<file path="src/rtl/if_queue_if.sv">
// Fetch-to-decode instruction queue bus: two-wide fetch enqueue side and
// two-wide decode dequeue side, plus occupancy.
interface if_queue_if #(parameter int DEPTH = 8);
  localparam int CW = $clog2(DEPTH) + 1;

  logic          in_valid_a;
  logic [31:0]   in_pc_a;
  logic [31:0]   in_instr_a;
  logic          in_valid_b;
  logic [31:0]   in_pc_b;
  logic [31:0]   in_instr_b;
  logic          in_ready;
  logic [1:0]    deq_cnt;
  logic          out_valid_a;
  logic [31:0]   out_pc_a;
  logic [31:0]   out_instr_a;
  logic          out_valid_b;
  logic [31:0]   out_pc_b;
  logic [31:0]   out_instr_b;
  logic [CW-1:0] count;

  modport slave (
    input  in_valid_a, in_pc_a, in_instr_a,
    input  in_valid_b, in_pc_b, in_instr_b,
    input  deq_cnt,
    output in_ready,
    output out_valid_a, out_pc_a, out_instr_a,
    output out_valid_b, out_pc_b, out_instr_b,
    output count
  );

  modport master (
    output in_valid_a, in_pc_a, in_instr_a,
    output in_valid_b, in_pc_b, in_instr_b,
    output deq_cnt,
    input  in_ready,
    input  out_valid_a, out_pc_a, out_instr_a,
    input  out_valid_b, out_pc_b, out_instr_b,
    input  count
  );
endinterface

</file>
<file path="src/rtl/if_queue.sv">
// Two-in / two-out circular instruction queue between fetch and decode.
// Flush clears pointers on a branch redirect; storage itself is never reset.
module if_queue #(
  parameter int DEPTH = 8
) (
  input  logic       clk,
  input  logic       rst,
  input  logic       flush,
  if_queue_if.slave  bus
);
  localparam int PW = $clog2(DEPTH);
  localparam int CW = PW + 1;

  logic [31:0]   pc_mem_q    [DEPTH];
  logic [31:0]   instr_mem_q [DEPTH];
  logic [PW-1:0] head_q, head_d, tail_q, tail_d;
  logic [PW-1:0] head_p1, tail_p1;
  logic [CW-1:0] count_q, count_d;
  logic          in_ready, enq_a, enq_b;
  logic [1:0]    enq_n, deq_n;

  // Readiness looks only at registered occupancy; no credit for same-cycle dequeue.
  assign in_ready = (count_q <= CW'(DEPTH - 2)) && !flush;
  assign enq_a    = in_ready && bus.in_valid_a;
  assign enq_b    = enq_a && bus.in_valid_b;
  assign enq_n    = {1'b0, enq_a} + {1'b0, enq_b};
  assign head_p1  = head_q + PW'(1);
  assign tail_p1  = tail_q + PW'(1);

  always_comb begin
    deq_n = 2'd0;
    case (bus.deq_cnt)
      2'd1:    deq_n = (count_q != '0) ? 2'd1 : 2'd0;
      2'd2:    deq_n = (count_q >= CW'(2)) ? 2'd2 : count_q[1:0];
      default: deq_n = 2'd0;
    endcase
  end

  always_comb begin
    head_d  = head_q + PW'(deq_n);
    tail_d  = tail_q + PW'(enq_n);
    count_d = count_q + CW'(enq_n) - CW'(deq_n);
    if (flush) begin
      head_d  = '0;
      tail_d  = '0;
      count_d = '0;
    end
  end

  always_ff @(posedge clk) begin
    if (rst) begin
      head_q  <= '0;
      tail_q  <= '0;
      count_q <= '0;
    end else begin
      head_q  <= head_d;
      tail_q  <= tail_d;
      count_q <= count_d;
    end
  end

  always_ff @(posedge clk) begin
    if (enq_a) begin
      pc_mem_q[tail_q]    <= bus.in_pc_a;
      instr_mem_q[tail_q] <= bus.in_instr_a;
    end
    if (enq_b) begin
      pc_mem_q[tail_p1]    <= bus.in_pc_b;
      instr_mem_q[tail_p1] <= bus.in_instr_b;
    end
  end

  assign bus.in_ready    = in_ready;
  assign bus.count       = count_q;
  assign bus.out_valid_a = (count_q != '0);
  assign bus.out_valid_b = (count_q >= CW'(2));
  assign bus.out_pc_a    = bus.out_valid_a ? pc_mem_q[head_q]     : '0;
  assign bus.out_instr_a = bus.out_valid_a ? instr_mem_q[head_q]  : '0;
  assign bus.out_pc_b    = bus.out_valid_b ? pc_mem_q[head_p1]    : '0;
  assign bus.out_instr_b = bus.out_valid_b ? instr_mem_q[head_p1] : '0;
endmodule

</file>
<file path="src/flat_wrapper.sv">
// flat-port wrapper written by rule: the top's interface ports become plain ports
module if_queue_flat 
#(
  parameter int DEPTH = 8
)
  (clk, rst, flush, bus_in_valid_a, bus_in_pc_a, bus_in_instr_a, bus_in_valid_b, bus_in_pc_b, bus_in_instr_b, bus_deq_cnt, bus_in_ready, bus_out_valid_a, bus_out_pc_a, bus_out_instr_a, bus_out_valid_b, bus_out_pc_b, bus_out_instr_b, bus_count);
  if_queue_if #(.DEPTH(DEPTH)) bus_i ();
  input  logic clk;
  input  logic rst;
  input  logic flush;
  input wire logic [$bits(bus_i.in_valid_a)-1:0] bus_in_valid_a;
  input wire logic [$bits(bus_i.in_pc_a)-1:0] bus_in_pc_a;
  input wire logic [$bits(bus_i.in_instr_a)-1:0] bus_in_instr_a;
  input wire logic [$bits(bus_i.in_valid_b)-1:0] bus_in_valid_b;
  input wire logic [$bits(bus_i.in_pc_b)-1:0] bus_in_pc_b;
  input wire logic [$bits(bus_i.in_instr_b)-1:0] bus_in_instr_b;
  input wire logic [$bits(bus_i.deq_cnt)-1:0] bus_deq_cnt;
  output wire logic [$bits(bus_i.in_ready)-1:0] bus_in_ready;
  output wire logic [$bits(bus_i.out_valid_a)-1:0] bus_out_valid_a;
  output wire logic [$bits(bus_i.out_pc_a)-1:0] bus_out_pc_a;
  output wire logic [$bits(bus_i.out_instr_a)-1:0] bus_out_instr_a;
  output wire logic [$bits(bus_i.out_valid_b)-1:0] bus_out_valid_b;
  output wire logic [$bits(bus_i.out_pc_b)-1:0] bus_out_pc_b;
  output wire logic [$bits(bus_i.out_instr_b)-1:0] bus_out_instr_b;
  output wire logic [$bits(bus_i.count)-1:0] bus_count;
  assign bus_i.in_valid_a = bus_in_valid_a;
  assign bus_i.in_pc_a = bus_in_pc_a;
  assign bus_i.in_instr_a = bus_in_instr_a;
  assign bus_i.in_valid_b = bus_in_valid_b;
  assign bus_i.in_pc_b = bus_in_pc_b;
  assign bus_i.in_instr_b = bus_in_instr_b;
  assign bus_i.deq_cnt = bus_deq_cnt;
  assign bus_in_ready = bus_i.in_ready;
  assign bus_out_valid_a = bus_i.out_valid_a;
  assign bus_out_pc_a = bus_i.out_pc_a;
  assign bus_out_instr_a = bus_i.out_instr_a;
  assign bus_out_valid_b = bus_i.out_valid_b;
  assign bus_out_pc_b = bus_i.out_pc_b;
  assign bus_out_instr_b = bus_i.out_instr_b;
  assign bus_count = bus_i.count;
  if_queue #(.DEPTH(DEPTH)) u_core (.clk(clk), .rst(rst), .flush(flush), .bus(bus_i));
endmodule
</file>
<file path="config.mk">
export PLATFORM = sky130hd
export DESIGN_NAME = if_queue_flat
export DESIGN_NICKNAME = d
export VERILOG_FILES = /design/src/rtl/if_queue_if.sv /design/src/rtl/if_queue.sv /design/src/flat_wrapper.sv
export SDC_FILE = /design/constraint.sdc
export NUM_CORES = 1
export LEC_CHECK = 0
export CAP_MARGIN = 0
export CORE_MARGIN = 2
export CORE_UTILIZATION = 45
export CTS_CLUSTER_SIZE = 10
export DETAILED_ROUTE_END_ITERATION = 16
export SLEW_MARGIN = 20
export SYNTH_ARGS = -nofsm -noshare
export SYNTH_HDL_FRONTEND = slang
export SYNTH_SLANG_ARGS = --single-unit
export TNS_END_PERCENT = 10
</file>
<file path="constraint.sdc">
create_clock -name clk -period 10.7 [get_ports clk]
set_input_delay 2.14 -clock clk [delete_from_list [all_inputs] [get_ports clk]]
set_output_delay 2.14 -clock clk [all_outputs]
set_load 0.02 [all_outputs]
</file>
# After elaboration in Yosys (flattened, before gate mapping)
# Memory sizes are Yosys's and may differ from the RTL's. A register that Yosys moved wholly into a read port is not among the register bits.
# Index checks and enable logic that the tools add are counted.
dict set report op_classes {
  mux 13
  n_reduce_logical 6
  order_cmp 2
  n_addsub 7
  n_eq_ne 2
}
# cell count
set ops {}
lappend ops {{$mux W32} 4}
lappend ops {{$add A3 B1 Y3 const B} 2}
lappend ops {{$add A3 B2 Y3} 2}
lappend ops {{$mux W3} 2}
lappend ops {{$mux W1} 5}
lappend ops {{$add A4 B2 Y4} 1}
lappend ops {{$ge A4 B2 Y1 const B} 1}
lappend ops {{$le A4 B3 Y1 const B} 1}
lappend ops {{$pmux W2 S2} 1}
lappend ops {{$reduce_bool A4 Y1} 1}
lappend ops {{$sub A4 B2 Y4} 1}
lappend ops {{$logic_and A1 B1 Y1} 3}
lappend ops {{$add A1 B1 Y2} 1}
lappend ops {{$eq A2 B1 Y1 const B} 1}
lappend ops {{$eq A2 B2 Y1 const B} 1}
lappend ops {{$mux W2} 1}
lappend ops {{$reduce_or A2 Y1} 1}
lappend ops {{$logic_not A1 Y1} 1}
dict set report word_totals {
  elab_cells 35
  in_bits 135
  out_inout_bits 135
  n_memories 2
  mem_bits_rw 512
  regBits 10
}
# memory depth word_bits rd rd_clocked_by_memory_dff wr line_no
set mem_list {}
lappend mem_list {u_core.instr_mem_q 8 32 2 1 2 if_queue.sv:15} ;# logic [31:0] instr_mem_q [DEPTH];
lappend mem_list {u_core.pc_mem_q 8 32 2 1 2 if_queue.sv:14} ;# logic [31:0] pc_mem_q [DEPTH];

# Logic depth before layout (Yosys ltp)
# Gate-level depths: netlist of run 1.
dict set report depth {
  word_depth 7
  ltp_mapped 13
  mapped_depth_nobuf 13
}

# Worst setup path before layout of run 1
# No wires, ideal clock.
dict set report synth_path {
  path_kind {input-to-reg}
  startpoint {in bus_in_valid_b}
  endpoint {mem u_core.instr_mem_q[6][0] (enable)}
  cell_stages 3
  path_slack_ns 4.500
  setup_ns 0.507
  arrival_ns 5.693
  n_path_buf 0
  t_required_ns 10.193
  path_cell_list {nand2_1 > or3_1 > a21oi_1}
}
# element line_no
set synth_lines {}
lappend synth_lines {{start, declared} flat_wrapper.sv:14} ;# input wire logic [$bits(bus_i.in_valid_b)-1:0] bus_in_valid_b;
lappend synth_lines {{end, declared} if_queue.sv:15}

# Worst setup path in the final report of run 1
dict set report layout_path {
  startpoint {reg u_core.head_q[1]}
  endpoint {out bus_out_instr_b[22]}
}
dict set report layout_via {
  elab_chain_cells 3
}
# element line_no
set layout_rtl {}
lappend layout_rtl {{start, declared} if_queue.sv:16} ;# logic [PW-1:0] head_q, head_d, tail_q, tail_d;
lappend layout_rtl {{start signal, assigned} if_queue.sv:52} ;# head_q <= '0;
lappend layout_rtl {{start signal, assigned} if_queue.sv:56} ;# head_q <= head_d;
lappend layout_rtl {{$add A3 B1 Y3} if_queue.sv:27} ;# assign head_p1 = head_q + PW'(1);
lappend layout_rtl {{$mem_v2 Z8 W32} --}
lappend layout_rtl {{$mux W32} if_queue.sv:80} ;# assign bus.out_instr_b = bus.out_valid_b ? instr_mem_q[head_p1] : '0;
lappend layout_rtl {{end, declared} flat_wrapper.sv:24} ;# output wire logic [$bits(bus_i.out_instr_b)-1:0] bus_out_instr_b;
# Every way passes these cells.

==> run_results.csv, run 1 <==
group,metric,value,unit
run_status,outcome,"complete, no violations",
detailed_routing,remaining_drc_errors,0,
setup_path,cp_slowest_cell,"buf_4",
setup_path,cp.required,8.56,ns
global_route,grt_usage,0.260,
detailed_routing,wirelength,88700,um
synth,postSynthCellCount,1660,
detailed_routing,wl_per_cell,31.7,um
clocking,cts_setup_buffers,0,
power,p_leak,10.9,nW
clocking,cts_buffers,60,
setup_path,critPathCaptureType,"primary output",
detailed_routing,vias,17800,
finish,stdcell_count,2796,
synth,synth_top_area_share,0.514,
die,die_w,262,um
worst_hold_path,hold_start,"u_core.head_q[2]",
synth,syn_area,0.0299,mm^2
die,rows,94,
setup_path,r2r_start,"u_core.bus.count[3]",
setup_path,path_class,"flip-flop to primary output",
setup_path,crit_buf_inv,2,
clocking,cts_tree,"yes",
sta,finalClockSkew,0.0196,ns
finish,syn2layout_area_growth,17.4,%
sta,rsz0062_at_grt,"false",
sta,fmaxAchievable,0.150,GHz
global_route,grt_max_degree,139,
synth,synth_flop_cell,"edfxtp_1",
place,gp_congestion,0.770,
global_route,grt_first_pass_wirelength,128000,um
clocking,clk_pin_slew_worst_paths,0.05,ns
setup_path,crit_chain,"ha_4 -> buf_4 -> mux4_2 -> a22o_1 -> clkdlybuf4s50_1",
power,power,5.55,mW
global_route,grt_pass1_vias,19000,
detailed_routing,vias_per_cell,6.35,
clocking,cts_root_buf,"clkbuf_16",
sta,max_slew_margin,0.299,
sta,worst_pin_slew,1.05,ns
synth,synth.area.top_cells,"edfxtp_1, mux4_2, mux2_2",
synth,synth-async-reset-ratio,0,
clocking,clock-sinks,522,
synth,synth_warnings,0,
sta,setup_violations,0,
die,die_height,262,um
place,dp_hpwl,47300,um
setup_path,crit_start,"u_core.head_q[1]",
synth,synth_cell_type_count,39,
finish,fin_util,0.534,
finish,nets,2048,
die,initial_utilization,0.455,
synth,synth-edff-count,512,
sta,fin_setup_tns,0,ns
synth,synth-seq-cells,522,
sta,post-route-period-util,0.625,
clocking,ctsHoldBuffers,0,
setup_path,cp.arrival,4.54,ns
place,dp_cells,2698,
sta,final_hold_viol_count,0,
clocking,cts_max_level,2,
detailed_routing,ant_nets,0,
die,dieArea,0.0685,mm^2
die,core_area,0.0657,mm^2
synth,avgSynthCellArea,18.0,um^2
finish,drive_above_1_share,0.457,
clocking,post_cts_resized,0,
detailed_routing,first_iter_violations,1393,
synth,yosysSeqAreaShare,0.521,
setup_path,crit_path_max_fanout,40,
global_route,grt_remaining_overflow,0,
setup_path,slowest_delay,0.82,ns
power,p_per_area,158,mW/mm^2
clocking,clk_latency,0.64,ns
synth,synth_nets,1811,
setup_path,cp_top_family,"buffers and inverters",
sta,maxSlewViolCount,0,
synth,yosys.area.top_type,"edfxtp_1",
worst_hold_path,hold_path_class,"flip-flop to flip-flop",
place,port_buffers,269,
detailed_routing,dr.pass1.iters,5,
die,ioPinCount,270,
setup_path,startpoint_type,"flip-flop",
global_route,antenna_found_initial,16,
sta,finalCriticalPeriod,6.68,ns
clocking,cts_buffer_depth,3,
power,peakVddDrop,151,uV
job,drv_cap,0,
==> cell type report <==
type / count / area, um^2
Antenna cell: 7 / 17.5
Clock buffer: 84 / 1620
Clock inverter: 6 / 35.0
Fill cell: 5225 / 30700
Inverter: 16 / 60.1
Multi-Input combinational cell: 987 / 13700
Sequential cell: 522 / 15600
Tap cell: 864 / 1080
Timing Repair Buffer: 310 / 3040
==> placed cells by master, fill, tap and decap left out, types with 3 or more instances in the layout <==
| master | Yosys | layout |
|---|---|---|
| nor2_4 | 0 | 9 |
| nor2_1 | 13 | 4 |
| diode_2 | 0 | 7 |
| xnor2_1 | 4 | 4 |
| mux2_1 | 22 | 22 |
| fa_1 | 4 | 4 |
| and2_1 | 7 | 6 |
| nand2_1 | 3 | 3 |
| ha_1 | 12 | 11 |
| clkbuf_16 | 0 | 61 |
| nor3_1 | 12 | 12 |
| dfxtp_1 | 10 | 8 |
| clkdlybuf4s50_1 | 0 | 269 |
| edfxtp_1 | 512 | 512 |
| mux4_2 | 256 | 256 |
| buf_4 | 2 | 38 |
| mux2_2 | 464 | 464 |
| nand3_1 | 3 | 3 |
| nor2b_1 | 4 | 3 |
| inv_1 | 16 | 16 |
| a22o_1 | 128 | 128 |
| mux2_4 | 26 | 26 |
| nor4_4 | 5 | 5 |
| a31oi_1 | 7 | 7 |
| clkbuf_1 | 58 | 22 |
==> metrics by stage <==
step	setup slack, ns	hold WS [ns]	instance area [um^2]
after global placement	4.46	0.622	33400
final	4.02	0.637	35100
after floorplan	4.50	0.550	29900
after detailed placement	4.41	0.646	33400
after global routing	3.66	0.662	35100
after CTS	3.73	0.654	35000
==> logic make-up after synthesis <==
logic type                 synth area share
xor gates and xnor gates            0.00293
adders and majority gates           0.00770
and+or+nand+nor                      0.0124
muxes                                 0.390
DFF                                   0.521
AOI/OAI and AO/OA                    0.0397
buffers and inverters                0.0259
==> final timing paths <==
path	end	slack, ns	cells past startpoint
setup / recovery	bus_out_instr_b[22]	4.02	5
hold reg to reg	u_core.head_q[2]	0.64	2
setup reg to reg	u_core.pc_mem_q[0][5]	6.48	7
hold / removal	u_core.head_q[2]	0.64	2
==> worst reg2reg max path, stage by stage (launching register included) <==
cell and delay [ns]:
dfxtp_1 0.36, inv_1 0.11, ha_1 0.20, nand2_2 0.11, mux2i_1 0.56, nand2_1 0.63, nor2_4 0.90, buf_4 0.89
==> metal layers <==
layer | up-vias | GRT usage | routed length [um]
met1 | 9520 | 0.342 | 36000
met2 | 574 | 0.438 | 44900
met5 | - | 0 | 120
met4 | 18 | 0.0698 | 1790
li1 | 7534 | - | -
met3 | 122 | 0.0561 | 5850
==> Yosys cell counts, drive strengths merged (2+ instances only) <==
library cell	instances
edfxtp	512
ha	12
inv	16
fa	4
nor4	5
a22o	128
nor3	12
mux2	512
nor2	13
nand3	3
and2	7
mux4	256
nor2b	5
nand4	2
dfxtp	10
a31oi	7
buf	77
clkbuf	58
nand2	4
xnor2	5
a21oi	3
xor2	2
mux2i	2
==> state kept, by name, indices dropped and copies added (netlist names) <==
name and cells:
u_core.head_q 3, u_core.bus.count 4, u_core.instr_mem_q 256, u_core.tail_q 3, u_core.pc_mem_q 256
==> power by group <==
part           switching, mW  internal, mW  leakage, nW  total (mW)
Clock                  0.804          1.03        0.805        1.84
Sequential            0.0235          2.30         4.72        2.32
Combinational          0.747         0.638         5.41        1.38
Total                   1.57          3.97         10.9        5.55
Power figures use the tool's default switching activity.
==> run 2: changes to the inputs <==
- clock period: 10.7 -> 6.55 ns (I/O delays scaled with it)
==> run_results.csv, run 2 (synthesized netlist as in run 1, its figures left out) <==
group,metric,value,unit
sta,post-route-period-util,0.843,
clocking,cts_tree,"yes",
clocking,clk_pin_slew_worst_paths,0.06,ns
global_route,grt.busiest_layer,"met2",
die,dieArea,0.0685,mm^2
place,port_buffers,269,
power,p_leak,11.0,nW
detailed_routing,vias,18200,
global_route,antenna_found_initial,17,
die,rows,94,
setup_path,worstRegToRegCells,7,
clocking,clk_latency,0.63,ns
setup_path,cp.required,5.24,ns
finish,regArea,0.0156,mm^2
global_route,grt_usage,0.259,
sta,fin_setup_tns,0,ns
detailed_routing,vias_per_cell,6.46,
clocking,cts_root_buf,"clkbuf_16",
clocking,cts_buffer_depth,3,
setup_path,crit_chain,"ha_4 -> xor2_1 -> and2_4 -> buf_4 -> a22o_1 -> clkdlybuf4s50_1",
die,ioPinCount,270,
worst_hold_path,hold-path-endpoint,"u_core.head_q[2]",
power,p_comb_frac,0.250,
sta,finalClockSkew,0.0185,ns
sta,rsz0062_at_grt,"false",
power,p_seq_frac,0.415,
detailed_routing,ant_nets,0,
worst_hold_path,hold_start,"u_core.head_q[2]",
setup_path,cp_slowest_cell,"and2_4",
detailed_routing,wl_per_cell,31.6,um
setup_path,crit_start,"u_core.head_q[1]",
power,switching_power,2.62,mW
power,p_per_area,260,mW/mm^2
run_status,outcome,"complete, no violations",
clocking,clock-sinks,522,
clocking,cts_max_level,2,
finish,stdcell_count,2817,
place,dp_hpwl,49400,um
worst_hold_path,whs_path_depth,2,
setup_path,crit_buf_inv,2,
clocking,ctsHoldBuffers,0,
setup_path,crit_path_max_fanout,48,
setup_path,startpoint_type,"flip-flop",
global_route,grtUsageMet1,0.359,
setup_path,slowest_delay,0.85,ns
setup_path,path_class,"flip-flop to primary output",
setup_path,rrSetupSlack,2.67,ns
detailed_routing,remaining_drc_errors,0,
finish,final_common_cell,"edfxtp_1",
setup_path,critPathCaptureType,"primary output",
sta,maxSlewViolCount,0,
power,peakVddDrop,237,uV
sta,setup_violations,0,
job,drv_cap,0,
die,die_w,262,um
place,gp_congestion,0.764,
finish,syn2layout_area_growth,18.0,%
finish,multi_input_area,0.0137,mm^2
global_route,grt_remaining_overflow,0,
worst_hold_path,hold_path_class,"flip-flop to flip-flop",
die,die_height,262,um
setup_path,cp_top_family,"buffers and inverters",
detailed_routing,dr.pass1.iters,5,
detailed_routing,first_iter_violations,1654,
finish,drive_above_1_share,0.458,
sta,final_hold_viol_count,0,
power,swShare,0.286,
sta,worst_pin_slew,1.07,ns
finish,layout_common_cells,"edfxtp_1, mux2_2, clkdlybuf4s50_1",
global_route,met3_usage,0.0523,
power,p_clk_frac,0.335,
clocking,cts_buffers,60,
sta,finalCriticalPeriod,5.52,ns
finish,nets,2058,
power,p_int,6.54,mW
global_route,grt_pass1_vias,18900,
setup_path,worst-path-stages,6,
detailed_routing,wirelength,89000,um
finish,fill_cells,5247,
global_route,gr-usage-met2,0.416,
die,core_area,0.0657,mm^2
die,initial_utilization,0.455,
sta,fmaxAchievable,0.181,GHz
global_route,grt_first_pass_wirelength,129000,um
setup_path,rr_endpoint,"u_core.instr_mem_q[6][21]",
clocking,cts_setup_buffers,0,
setup_path,cp.arrival,4.21,ns
sta,max_slew_margin,0.290,
setup_path,r2r_start,"u_core.bus.count[3]",
clocking,post_cts_resized,0,
place,dp_cells,2709,
global_route,grt_max_degree,137,
## run 2: area by class of cell
type	count	area share
multi-input combinational	987	0.387
antenna	10	0.000709
clock buffer	92	0.0471
inverter	16	0.00170
tap	864	0.0306
clock inverter	6	0.000958
timing repair buffer	320	0.0900
sequential	522	0.442
## run 2: worst max-delay path by stage
stage                     slack, ns                  endpoint
after floorplan                1.18  u_core.instr_mem_q[6][0]
after global placement         1.73          bus_out_pc_b[13]
after detailed placement       1.69          bus_out_pc_b[13]
after CTS                      1.00          bus_out_pc_b[13]
after global routing           0.91          bus_out_pc_b[13]
final                          1.03          bus_out_pc_b[13]
## run 2: routing by layer
layer	vias up	wire [um]
li1	7565	-
met1	9775	37600
met2	708	43100
met3	146	6240
met4	16	2000
met5	-	104
## run 2: worst register-to-register path, cell delays in order (launching register included)
cell	delay, ns
dfxtp_1	0.40
inv_1	0.13
ha_1	0.21
nand2_2	0.11
mux2i_1	0.55
nand2_1	0.62
a21oi_4	0.84
buf_4	0.61
## run 2: power groups by stage
stage,logic (mW),registers [mW],clock network (mW)
finish,2.29,3.80,3.07
CTS,2.31,3.80,3.12
detailed placement,2.29,3.87,0
global route,2.41,3.80,3.24
floorplan,1.23,3.86,0
global placement,2.28,3.86,0
## run 2: stage by stage
| stage | setup slack [ns] | instance area [um^2] | util | hold WS [ns] | power [mW] |
|---|---|---|---|---|---|
| 5_1_grt | 0.914 | 35300 | 0.536 | 0.692 | 9.45 |
| 4_1_cts | 1.00 | 35200 | 0.536 | 0.658 | 9.22 |
| 3_3_place_gp | 1.73 | 33600 | 0.510 | 0.649 | 6.14 |
| 2_1_floorplan | 1.18 | 29900 | - | 0.550 | 5.09 |
| 6_report | 1.03 | 35300 | 0.537 | 0.666 | 9.16 |
| 3_5_place_dp | 1.69 | 33600 | 0.510 | 0.636 | 6.16 |
==> run 3: changes to the inputs <==
- clock period: 6.55 -> 5.7 ns (I/O delays scaled with it)
==> run_results.csv, run 3 (synthesized netlist as in run 1, its figures left out) <==
group,metric,value,unit
setup_path,startpoint_type,"flip-flop",
sta,fin_setup_tns,0,ns
finish,stdcell_count,2796,
detailed_routing,ant_nets,0,
die,rows,94,
detailed_routing,vias,18000,
finish,nets,2055,
die,die_w,262,um
sta,maxSlewViolCount,0,
clocking,post_cts_resized,0,
power,p_seq_frac,0.415,
sta,finalClockSkew,0.0155,ns
clocking,cts_buffer_depth,3,
setup_path,cp.required,4.56,ns
place,place_area,0.0336,mm^2
setup_path,crit_path_max_fanout,50,
place,gp_congestion,0.763,
setup_path,worstRegToRegCells,5,
sta,finalCriticalPeriod,4.84,ns
setup_path,path_class,"flip-flop to primary output",
setup_path,rr_endpoint,"u_core.pc_mem_q[0][5]",
setup_path,slowest_delay,0.69,ns
finish,fin_area,0.0353,mm^2
global_route,grt_usage,0.257,
worst_hold_path,hold_path_class,"flip-flop to flip-flop",
clocking,clk_pin_slew_worst_paths,0.06,ns
finish,syn2layout_area_growth,18.1,%
clocking,cts_tree,"yes",
finish,multi_input_area,0.0137,mm^2
run_status,outcome,"complete, no violations",
detailed_routing,wirelength,87800,um
sta,final_hold_viol_count,0,
power,power,10.5,mW
setup_path,rrSetupSlack,1.83,ns
finish,fin_util,0.537,
sta,fmaxAchievable,0.207,GHz
clocking,cts_buffers,60,
sta,max_slew_margin,0.276,
power,switching_power,2.98,mW
worst_hold_path,hold_start,"u_core.head_q[2]",
clocking,cts_setup_buffers,0,
setup_path,crit_chain,"ha_4 -> buf_12 -> mux4_2 -> a22o_1 -> clkdlybuf4s50_1",
detailed_routing,wl_per_cell,31.4,um
detailed_routing,remaining_drc_errors,0,
detailed_routing,vias_per_cell,6.45,
die,die_height,262,um
finish,fill_cells,5260,
global_route,grt_max_degree,130,
global_route,antenna_found_initial,15,
setup_path,critPathCaptureType,"primary output",
clocking,cts_root_buf,"clkbuf_16",
power,p_leak,11.0,nW
sta,rsz0062_at_grt,"false",
finish,final_common_cell,"edfxtp_1",
clocking,clk_latency,0.63,ns
power,p_clk_frac,0.334,
power,p_int,7.52,mW
detailed_routing,dr.pass1.iters,7,
die,dieArea,0.0685,mm^2
finish,layout_common_cells,"edfxtp_1, mux2_2, clkdlybuf4s50_1",
finish,regArea,0.0156,mm^2
global_route,grt_first_pass_wirelength,127000,um
die,initial_utilization,0.455,
worst_hold_path,whs_path_depth,2,
sta,worst_pin_slew,1.09,ns
global_route,grt_pass1_vias,18900,
sta,setup_violations,0,
setup_path,r2r_start,"u_core.tail_q[0]",
global_route,grt_remaining_overflow,0,
place,port_buffers,269,
die,ioPinCount,270,
clocking,clock-sinks,522,
detailed_routing,first_iter_violations,1506,
power,peakVddDrop,269,uV
power,p_comb_frac,0.251,
job,drv_cap,0,
power,p_per_area,297,mW/mm^2
worst_hold_path,hold-path-endpoint,"u_core.head_q[2]",
clocking,cts_max_level,2,
power,swShare,0.284,
die,core_area,0.0657,mm^2
setup_path,cp_slowest_cell,"ha_4",
place,dp_cells,2706,
finish,drive_above_1_share,0.461,
sta,post-route-period-util,0.850,
clocking,ctsHoldBuffers,0,
setup_path,cp.arrival,3.70,ns
place,dp_hpwl,48000,um
## run 3: power by group through the flow
stage          registers (mW)  logic, mW  clock network, mW
2_1_floorplan            4.43       1.42                  0
3_3_place_gp             4.43       2.62                  0
3_5_place_dp             4.44       2.63                  0
4_1_cts                  4.36       2.65               3.58
5_1_grt                  4.36       2.76               3.70
6_report                 4.36       2.63               3.50
## run 3: through the flow
stage               worst slack [ns]  hold WS (ns)
CTS                            0.739         0.635
global placement                1.45         0.628
floorplan                      0.500         0.550
detailed placement              1.42         0.627
finish                         0.858         0.628
global route                   0.660         0.668
## run 3: critical path, delay by kind of cell (launching register included)
kind                       cells  cell delay, ns
buffers and inverters          2            1.02
adders and majority gates      1            0.69
AOI/OAI and AO/OA              1            0.31
DFF                            1            0.45
muxes                          1            0.56
## run 3: metal layers
metal  routed length (um)  global-route usage  part of all wire
met1                36500               0.353              0.42
met2                42300               0.415              0.48
met3                 6750              0.0570             0.077
met4                 2050              0.0666             0.023
met5                  141                   0            0.0016
## run 3: layout make-up
type / instances / share of cell area
Antenna cell: 4 / 0.000284
Clock buffer: 81 / 0.0468
Clock inverter: 5 / 0.000815
Inverter: 16 / 0.00170
Multi-Input combinational cell: 987 / 0.387
Sequential cell: 522 / 0.441
Tap cell: 864 / 0.0306
Timing Repair Buffer: 317 / 0.0915
## run 3: worst max-delay path by stage
stage                startpoint                  endpoint  slack, ns  cells past startpoint
5_1_grt        u_core.head_q[1]       bus_out_instr_b[22]       0.66                      5
6_report       u_core.head_q[1]       bus_out_instr_b[22]       0.86                      5
3_3_place_gp   u_core.head_q[1]       bus_out_instr_b[22]       1.45                      5
2_1_floorplan    bus_in_valid_b  u_core.instr_mem_q[6][0]       0.50                      3
4_1_cts        u_core.head_q[1]       bus_out_instr_b[22]       0.74                      5
3_5_place_dp   u_core.head_q[1]       bus_out_instr_b[22]       1.42                      5
==> variant: new RTL, settings of run 3 <==
`DEPTH` is set to 8 in 3 places; all go to 16.
--- a/src/rtl/if_queue_if.sv
+++ b/src/rtl/if_queue_if.sv
@@ -1,5 +1,5 @@
 // Fetch-to-decode instruction queue bus: two-wide fetch enqueue side and
 // two-wide decode dequeue side, plus occupancy.
-interface if_queue_if #(parameter int DEPTH = 8);
+interface if_queue_if #(parameter int DEPTH = 16);
   localparam int CW = $clog2(DEPTH) + 1;
 
--- a/src/rtl/if_queue.sv
+++ b/src/rtl/if_queue.sv
@@ -2,5 +2,5 @@
 // Flush clears pointers on a branch redirect; storage itself is never reset.
 module if_queue #(
-  parameter int DEPTH = 8
+  parameter int DEPTH = 16
 ) (
   input  logic       clk,
--- a/src/flat_wrapper.sv
+++ b/src/flat_wrapper.sv
@@ -2,5 +2,5 @@
 module if_queue_flat 
 #(
-  parameter int DEPTH = 8
+  parameter int DEPTH = 16
 )
   (clk, rst, flush, bus_in_valid_a, bus_in_pc_a, bus_in_instr_a, bus_in_valid_b, bus_in_pc_b, bus_in_instr_b, bus_deq_cnt, bus_in_ready, bus_out_valid_a, bus_out_pc_a, bus_out_instr_a, bus_out_valid_b, bus_out_pc_b, bus_out_instr_b, bus_count);
Ports: changed (resized bus_count); port bits go from 270 to 271. No check against the original RTL was run, so the function may have changed too.
==> variant against run 3 <==
Wire length increased by 140%. Design area increased by 95%. Highest routed layer unchanged. Power up 98%. First-iteration DRC count rose to 2.9 times the old value. Global-route usage grew 4.2 points. Final cell count rose by 100%. Setup slack got worse by 630 ps. Synthesized area increased by 100%. Sequential power up 96%. Sequential cell count increased by 515. Sequential share of layout area is 0.84 points higher.
==> variant: results (changes against run 3) <==
\begin{tabular}{lr}
\hline
Metric & Value \\
\hline
\multicolumn{2}{l}{\textbf{Status}} \\
Outcome & finished clean \\
\multicolumn{2}{l}{\textbf{Place}} \\
Placed cell areas & 0.0655 mm\^{}2 (+95\%) \\
Post-DP HPWL & 114000 um (+140\%) \\
Routability-driven placement congestion ratio & 0.786 (+2.9\%) \\
\multicolumn{2}{l}{\textbf{Pwr}} \\
Static leakage & 20.7 nW (+88\%) \\
Power per cell area & 301 mW/mm\^{}2 (+1.2\%) \\
\multicolumn{2}{l}{\textbf{Cells and area}} \\
Layout Nets & 3923 (+91\%) \\
Fraction of layout cells with a size suffix above 1 & 45.7\% (-0.34 points) \\
\multicolumn{2}{l}{\textbf{Worst hold path}} \\
Launch point of the worst hold path & u\_core.tail\_q[3] \\
\multicolumn{2}{l}{\textbf{GRT}} \\
Initial antenna violation count & 20 (+5) \\
Global-route usage over all layers & 29.8\% (+4.2 points) \\
Maximum number of pins on one net before global-route repair & 150 (+15\%) \\
\multicolumn{2}{l}{\textbf{Synth}} \\
Ranking of synthesized cells by instance count & sky130\_fd\_sc\_hd\_\_edfxtp\_1, sky130\_fd\_sc\_hd\_\_mux2\_2, sky130\_fd\_sc\_hd\_\_mux4\_2, sky130\_fd\_sc\_hd\_\_nand3\_1, sky130\_fd\_sc\_hd\_\_clkbuf\_1 \\
Synth Net Count & 3824 (+110\%) \\
Number of synthesized flops with an enable pin & 1024 (+100\%) \\
\multicolumn{2}{l}{\textbf{CTS}} \\
Inserted Clock Buffers & 121 (+100\%) \\
Clock latency on the worst-skew pair & 770 ps (+140 ps) \\
\multicolumn{2}{l}{\textbf{Timing}} \\
Worst slew margin relative to its limit & 25.1\% (-2.5 points) \\
Final worst-path cycle share & 95.9\% (+11 points) \\
\multicolumn{2}{l}{\textbf{Worst setup path}} \\
Cell depth of the worst flop-to-flop path & 13 (+8) \\
End of the worst register-to-register path & u\_core.bus.count[4] \\
Arrival time of data at the critical path endpoint & 4330 ps (+630 ps) \\
Maximum fanout along the worst path & 30 (-40\%) \\
\multicolumn{2}{l}{\textbf{Detailed routing}} \\
Final wirelength & 207000 um (+140\%) \\
Count of routing violations after the opening detailed-route iteration & 4326 (+190\%) \\
Met2 wire length & 100000 um (+140\%) \\
\hline
\end{tabular}
variant: cell count changes after synthesis, moves of 64 or more:
cell	delta
sky130_fd_sc_hd__mux2_2	+448
sky130_fd_sc_hd__a22o_1	-128
sky130_fd_sc_hd__mux2_1	+90
sky130_fd_sc_hd__buf_2	+81
sky130_fd_sc_hd__mux2i_1	+128
sky130_fd_sc_hd__a41oi_1	+64
sky130_fd_sc_hd__mux4_2	+256
sky130_fd_sc_hd__o22ai_1	+66
sky130_fd_sc_hd__clkbuf_1	+171
sky130_fd_sc_hd__nand3_1	+259
sky130_fd_sc_hd__edfxtp_1	+512
variant: layout make-up:
class / instances / area [um^2]
clock buffer: 149 / 3130
timing repair buffer: 404 / 4250
multi-input combinational: 2192 / 28000
inverter: 13 / 48.8
fill: 11200 / 66000
clock inverter: 31 / 223
sequential: 1037 / 31000
antenna: 5 / 12.5
tap: 1781 / 2230
variant: where the power goes:
| group | switching (W) | internal (W) | leakage, nW |
|---|---|---|---|
| sequential | 0.0000575 | 0.00847 | 9.34 |
| clock | 0.00317 | 0.00382 | 1.62 |
| combinational | 0.00297 | 0.00225 | 9.74 |
| total | 0.00620 | 0.0145 | 20.7 |
variant: per-stage QoR:
stage               setup TNS (ps)  total power (W)  hold slack (ps)  std cells
floorplan                   -69780           0.0115              545       3670
global placement                 0           0.0139              569       5422
detailed placement               0           0.0139              569       5422
CTS                              0           0.0209              586       5606
global route                     0           0.0213              618       5610
finish                           0           0.0207              585       5612
variant: logic make-up (layout without fill, tap and decap cells):
family	count (synthesis)	in the layout	share of synthesized area [%]
other	0	5	0
buffers and inverters	441	597	3.61
AOI/OAI and AO/OA	155	155	1.97
adders and majority gates	19	19	0.427
muxes	1665	1665	40.0
and+or+nand+nor	345	345	3.03
DFF	1037	1037	50.9
xor gates and xnor gates	8	8	0.115
variant: per-layer routing:
layer / up-vias / global-route usage (%)
met3: 366 / 5.22
met1: 20600 / 40.7
met2: 1854 / 48.6
li1: 15400 / -
met4: 28 / 9.38
met5: - / 0
variant: critical path, stage by stage (launching register included):
cell and delay (ps):
sky130_fd_sc_hd__dfxtp_4 710, sky130_fd_sc_hd__nand2b_1 250, sky130_fd_sc_hd__o211ai_4 890, sky130_fd_sc_hd__buf_4 370
sky130_fd_sc_hd__nand3_1 110, sky130_fd_sc_hd__a41oi_1 500, sky130_fd_sc_hd__clkdlybuf4s50_1 720
variant: timing repair:
action | CTS | global route
buffers inserted | 4 | 0
endpoints found under the setup margin | 2 | 0
hold buffers | 0 | 0
variant: worst min-delay path by stage:
stage	to	slack (ps)	depth (start not counted)
floorplan	u_core.tail_q[2]	540	2
finish	u_core.tail_q[3]	590	2
detailed placement	u_core.tail_q[2]	570	2
global placement	u_core.tail_q[3]	570	2
CTS	u_core.tail_q[3]	590	2
global route	u_core.tail_q[2]	620	2
